==> src/rtl/top_servo.sv <==
// rtl/top_servo.sv - closed-loop PWM position controller for a DC servo
//
// Compares the clamped commanded angle with the measured shaft angle once per
// PWM period and registers a new duty, direction and at-target flag. The drive
// is forced off for any update that sees overcurrent, and the fault is sticky.
// Optional feature macro: INTEGRAL_EN adds an anti-windup integrator (PI control).
//
// Ports:
//   clk             in   system clock, rising edge
//   rst_n           in   synchronous active-low reset
//   grades          in   commanded angle, 0.1 deg units (clamped to ANG_MAX)
//   measure_current in   motor current, mA
//   measure_grades  in   measured shaft angle, 0.1 deg units
//   pwm_out         out  motor PWM, active high, registered
//   dir_out         out  1 = drive toward increasing angle
//   duty            out  applied duty in clk cycles per period
//   at_target       out  |error| <= DEADBAND at the last update
//   oc_fault        out  sticky overcurrent flag
module top_servo #(
  parameter int ANG_W      = 12,
  parameter int CUR_W      = 12,
  parameter int ANG_MAX    = 1800,
  parameter int PWM_PERIOD = 1000,
  parameter int KP         = 4,
  parameter int KP_SHIFT   = 2,
  parameter int DEADBAND   = 5,
  parameter int I_LIMIT    = 2000,
  parameter int KI         = 1,
  parameter int KI_SHIFT   = 6,
  localparam int DW        = $clog2(PWM_PERIOD + 1)
) (
  input  logic             clk,
  input  logic             rst_n,
  input  logic [ANG_W-1:0] grades,
  input  logic [CUR_W-1:0] measure_current,
  input  logic [ANG_W-1:0] measure_grades,
  output logic             pwm_out,
  output logic             dir_out,
  output logic [DW-1:0]    duty,
  output logic             at_target,
  output logic             oc_fault
);

  // KP is at most 8 bits wide, so the product fits in ANG_W+8 bits.
  localparam int PW = ANG_W + 8;
  localparam logic [DW-1:0] CNT_LAST = DW'(PWM_PERIOD - 1);
  localparam logic [DW-1:0] DUTY_MAX = DW'(PWM_PERIOD);

  if (KP < 1 || KP > 255 || KI < 1 || KI_SHIFT < 0) begin : g_bad_gain_cfg
    $error("top_servo: gain parameters out of range");
  end

  logic [DW-1:0] cnt_q, cnt_d;
  logic [DW-1:0] duty_q, duty_d;
  logic          pwm_q, pwm_d;
  logic          dir_q, dir_d;
  logic          at_q, at_d;
  logic          oc_q, oc_d;

  logic                    upd;
  logic [ANG_W-1:0]        cmd;
  logic signed [ANG_W:0]   err;
  logic [ANG_W-1:0]        mag;
  logic [PW-1:0]           p;
  logic                    in_db;
  logic                    oc_now;
  logic [DW-1:0]           duty_new;
  logic                    dir_new;

`ifdef INTEGRAL_EN
  localparam int ACC_W = 32;
  localparam logic signed [ACC_W-1:0] ACC_LIM = ACC_W'((PWM_PERIOD << KI_SHIFT) / KI);
  logic signed [ACC_W-1:0] acc_q, acc_d;
  logic signed [ACC_W-1:0] acc_sum, acc_next, ki_term, p_s, u, u_mag;
`endif

  assign upd    = (cnt_q == CNT_LAST);
  assign cmd    = (grades > ANG_W'(ANG_MAX)) ? ANG_W'(ANG_MAX) : grades;
  assign err    = $signed({1'b0, cmd}) - $signed({1'b0, measure_grades});
  // |err| never exceeds 2^ANG_W - 1, so dropping the sign bit is lossless.
  assign mag    = err[ANG_W] ? ANG_W'(-err) : err[ANG_W-1:0];
  assign p      = (PW'(mag) * PW'(KP)) >> KP_SHIFT;
  assign in_db  = (mag <= ANG_W'(DEADBAND));
  assign oc_now = (measure_current > CUR_W'(I_LIMIT));

  always_comb begin
    duty_new = '0;
    dir_new  = dir_q;
`ifdef INTEGRAL_EN
    acc_sum = acc_q + ACC_W'(err);
    if (acc_sum > ACC_LIM)
      acc_next = ACC_LIM;
    else if (acc_sum < -ACC_LIM)
      acc_next = -ACC_LIM;
    else
      acc_next = acc_sum;
    if (in_db || oc_now)
      acc_next = '0;
    ki_term = ACC_W'((acc_next * KI) >>> KI_SHIFT);
    p_s     = err[ANG_W] ? -$signed(ACC_W'(p)) : $signed(ACC_W'(p));
    u       = p_s + ki_term;
    u_mag   = u[ACC_W-1] ? -u : u;
    duty_new = (u_mag > ACC_W'(PWM_PERIOD)) ? DUTY_MAX : DW'(u_mag);
    if (u != '0)
      dir_new = ~u[ACC_W-1];
`else
    duty_new = (p > PW'(PWM_PERIOD)) ? DUTY_MAX : DW'(p);
    if (err != '0)
      dir_new = ~err[ANG_W];
`endif
    // Overcurrent and deadband both silence the drive for this period.
    if (in_db || oc_now)
      duty_new = '0;
  end

  // Duty and direction only move on the wrap edge, so each period is clean.
  always_comb begin
    cnt_d  = upd ? '0 : cnt_q + 1'b1;
    duty_d = upd ? duty_new : duty_q;
    dir_d  = upd ? dir_new : dir_q;
    at_d   = upd ? in_db : at_q;
    oc_d   = oc_q | (upd & oc_now);
    // Registered compare against the next count keeps pwm aligned to cnt.
    pwm_d  = (cnt_d < duty_d);
`ifdef INTEGRAL_EN
    acc_d  = upd ? acc_next : acc_q;
`endif
  end

  always_ff @(posedge clk) begin
    if (!rst_n) begin
      cnt_q  <= '0;
      duty_q <= '0;
      pwm_q  <= 1'b0;
      dir_q  <= 1'b0;
      at_q   <= 1'b0;
      oc_q   <= 1'b0;
`ifdef INTEGRAL_EN
      acc_q  <= '0;
`endif
    end else begin
      cnt_q  <= cnt_d;
      duty_q <= duty_d;
      pwm_q  <= pwm_d;
      dir_q  <= dir_d;
      at_q   <= at_d;
      oc_q   <= oc_d;
`ifdef INTEGRAL_EN
      acc_q  <= acc_d;
`endif
    end
  end

  assign pwm_out   = pwm_q;
  assign dir_out   = dir_q;
  assign duty      = duty_q;
  assign at_target = at_q;
  assign oc_fault  = oc_q;

endmodule

==> config.mk <==
export PLATFORM = sky130hd
export DESIGN_NAME = top_servo
export DESIGN_NICKNAME = d
export VERILOG_FILES = /design/src/rtl/top_servo.sv
export SDC_FILE = /design/constraint.sdc
export NUM_CORES = 1
export LEC_CHECK = 0
export BUFFER_PORTS_ARGS = -buffer_cell sky130_fd_sc_hd__buf_2
export CAP_MARGIN = 20
export CORE_MARGIN = 4
export CORE_UTILIZATION = 50
export DETAILED_ROUTE_END_ITERATION = 6
export GPL_ROUTABILITY_DRIVEN = 0
export PLACE_DENSITY = 0.73
export SETUP_SLACK_MARGIN = 0.5
export SYNTH_ARGS = -nofsm -noshare
export SYNTH_HDL_FRONTEND = slang
export SYNTH_SLANG_ARGS = --single-unit
==> constraint.sdc <==
create_clock -name clk -period 16.5 [get_ports clk]
set_clock_uncertainty 0.2 [all_clocks]
set_input_delay 2.475 -clock clk [delete_from_list [all_inputs] [get_ports clk]]
set_output_delay 2.475 -clock clk [all_outputs]
set_load 0.01 [all_outputs]
==> results.md <==
- Slowest-stage cell, CP: a41oi_1
- First-pass GRT wire length: 11050 µm
- DR vias: about 2700
- Die area: between 6000 and 7000 µm²
- Final Cell Area: 3176 µm²
- Gr ovfl total: 0
- I/O Pins: 52
- Clock net sink count: 24
- Post-CTS resize count: 0
- Total power: just under 0.0002 W
- Drt wl/cell: around 14 µm
- Hold_ws: between 0.2 and 0.3 ns
- Gr usage total: between 15 and 20%
- Die W: 83.39 µm
- Status: finished, final reports clean
- Final setup fails: 0
- Critical path's top delay family: compound AO/OA/AOI/OAI gates
- HPWL Detailed: between 5000 and 6000 µm
- Mapped Area: 2841 µm²
- Sequential share of the synthesized area: 16.91%
- Post-route worst setup slack: 8.903 ns
- FF+latch count, synth: 24
- Core area: 5507 µm²
- Clock Latency Late Sink: 0.26 ns
- Final setup TNS: 0 ns
- Initial DRC Count: between 100 and 150
- Worst setup SP type: input pin
- Antenna Cells: 0
- Antenna viol nets, final: 0
- CP Cell Sequence: buf_2 -> o31ai_1 -> nand2_1 -> a41oi_1 -> nand2_1 -> ha_1 -> fa_1 -> nand2b_1 -> a21oi_1 -> xnor2_1 -> o2111ai_4 -> nor4_4 -> mux2i_1 -> o32a_4 -> a211oi_2 -> a2bb2oi_1 -> ha_1 -> a21o_1 -> a21o_1 -> a21oi_1 -> o2111ai_1 -> a31oi_1 -> a31o_1
- Slew margin rel.: about 47%
- Final worst-path cycle share: 46.04%
- Clk slew on worst S/H paths: roughly 0.080 ns
- Cells after synthesis: 359
- CTS tree: yes
- Critical path arrival: between 7 and 8 ns
- Syn_area_per_cell: 7.915 µm²
- Maximum clock frequency: ~130 MHz
- Dominant cell type by area after synthesis: dfxtp_1
- R2r endpoint: pwm_out
- Synth async-reset ratio: 0%
- Unrepaired setup endpoints after global routing: false
- Clk buf depth: 2
- WP data required: 16.51 ns
- Final Hold Violating Endpoints: 0
- Maxcap violations: 0
- Area delta synth->final: 11.76%
- Row cnt: 27
- RR Startpoint: cnt_q[0]
- Slew Limit Fails: 0
- Reg2Reg Depth: 14
- CP Buf/Inv Count: 1
- Fill count: 526
- Synthesized Nets: 421
- Iteration count of the initial detailed-routing pass: 4
- Final #Nets: 462
- CTS root buffer: clkbuf_8
- HP Class: flip-flop to flip-flop
- Endpoint type of the worst setup path: flip-flop
- Cts hold-fix bufs: 0
- Synth Flop Type: dfxtp_1
- Worst slack at placement: 8.571 ns
- Number of synthesized flops with an enable pin: 0
- R2R Setup Slk: 13.09 ns
- Largest stage delay on the critical path: 0.46 ns
- Hold Startpoint: duty[6]
- Largest net degree at the start of global routing: 33
- DRC Markers: 0
- Placed cell areas: 3105 µm²
- CTS buffer count: 3
- Post-CTS Setup Repair Bufs: 0
- Vias per cell: 5.692
- Synth top area cells: dfxtp_1 17%, ha_1 10%, and2_1 4.4%
- I/O Buffers: between 50 and 60
- Max Fanout on Critical Path: 9
- Unique masters post-synth: 74
- Final WL: 6467 µm
- Die H: 83.39 µm
- Maximum vdd drop: 0.00002508 V
- CTS H-tree depth: 1
- Setup CP Type: input pin to flip-flop
- Share of the synthesized area in the top cell type: 16.91%
- Final critical-path required period: between 7 and 8 ns
- Initial antenna violation count: 0
- Fraction of layout cells with a size suffix above 1: 21.55%
- Worst-Margin Slew: 0.7939 ns
- Initial Util: about half
- Vias in the first global route: between 2000 and 2500
- Hold Path Sink: duty[6]
- Power per cell area: 61.61 nW/µm²
- Yosys Warn Count: 0
- Lkg Pwr: 1.378 nW
- WHS Path Cells: 2
[sequential cells by signal, summed over array words and instances (netlist names)]
register and flops:
pwm_out 1, duty 10, at_target 1, cnt_q 10
dir_out 1, oc_fault 1
[routing by layer]
layer / up-vias / global-route usage (%) / wire length [µm]
li1: 1396 / - / -
met5: - / 0 / 0
met1: 1230 / 21.90 / 2874
met3: 8 / 1.091 / 181
met2: 47 / 34.26 / 3312
met4: 0 / 5.201 / 97
[cell families after synthesis]
group	Yosys count	synth area share, %
AND/OR/NAND/NOR	145	27.48
AO/OA/AOI/OAI	108	31.48
buffers and inverters	34	5.240
adder cells (fa/ha/maj)	24	10.83
flip-flops	24	16.91
XOR/XNOR	20	6.693
multiplexers	3	1.233
other	1	0.1320
[layout make-up]
type | count | area [µm²] | area share (%)
Inverter | 18 | 67.56 | 2.128
Sequential cell | 24 | 480.5 | 15.13
Multi-Input combinational cell | 301 | 2212 | 69.66
Tap cell | 72 | 90.09 | 2.837
Clock buffer | 4 | 55.05 | 1.734
Timing Repair Buffer | 52 | 270.3 | 8.511
[how the worst max path moves through the flow]
stage / startpoint / end / slack (ns) / cells past startpoint
floorplan: grades[6] / pwm_out / 9.26 / 22
global placement: grades[0] / pwm_out / 8.72 / 23
detailed placement: grades[0] / pwm_out / 8.57 / 23
CTS: grades[0] / pwm_out / 8.84 / 23
global route: grades[0] / pwm_out / 8.35 / 22
finish: grades[0] / pwm_out / 8.90 / 23
[where the power goes]
part	leakage (nW)	internal, W	switching (W)
combinational	1.16	0.0000382	0.0000586
sequential	0.194	0.0000588	0.000000708
clock	0.0288	0.0000213	0.0000181
[Yosys cell counts, drive strengths merged, types with 2 or more instances]
| master | count |
|---|---|
| nand2 | 32 |
| nor2 | 26 |
| dfxtp | 24 |
| ha | 23 |
| o21ai | 22 |
| nand3 | 21 |
| a21oi | 20 |
| and2 | 20 |
| inv | 18 |
| clkbuf | 11 |
| xnor2 | 11 |
| and3 | 9 |
| o21a | 9 |
| xor2 | 9 |
| nand2b | 7 |
| o211ai | 7 |
| a21o | 6 |
| a211oi | 5 |
| buf | 5 |
| nor3 | 5 |
| a32oi | 4 |
| a41o | 4 |
| nor2b | 4 |
| or2 | 4 |
| a21boi | 3 |
| a31oi | 3 |
| a41oi | 3 |
| nand4 | 3 |
| nor3b | 3 |
| nor4 | 3 |
| o31ai | 3 |
| or3 | 3 |
| a2111oi | 2 |
| a221oi | 2 |
| mux2i | 2 |
| nand3b | 2 |
| o2111ai | 2 |
| o221ai | 2 |
| o311ai | 2 |
[worst register-to-register path: cells and delay by family, from the launching register on]
family,cells,cell delay (ns)
AND/OR/NAND/NOR,8,1.55
AO/OA/AOI/OAI,4,0.61
adder cells (fa/ha/maj),2,0.55
flip-flops,1,0.41
[placed cells by master (no fill, tap or decap), drive strengths merged, types with 4 or more instances in the layout]
cell     n
buf     52
nand2   32
nor2    26
dfxtp   24
ha      23
o21ai   22
nand3   21
and2    20
a21oi   20
inv     18
xnor2   11
and3     9
o21a     9
xor2     9
nand2b   7
o211ai   7
a21o     6
nor3     5
a211oi   5
or2      4
a32oi    4
nor2b    4
a41o     4
clkbuf   4
[through the flow]
step / instances / utilization (%)
floorplan: 359 / -
global placement: 466 / 56.40
detailed placement: 466 / 56.40
CTS: 470 / 57.40
global route: 471 / 57.67
finish: 471 / 57.67
(Power assumes the default switching activity.)
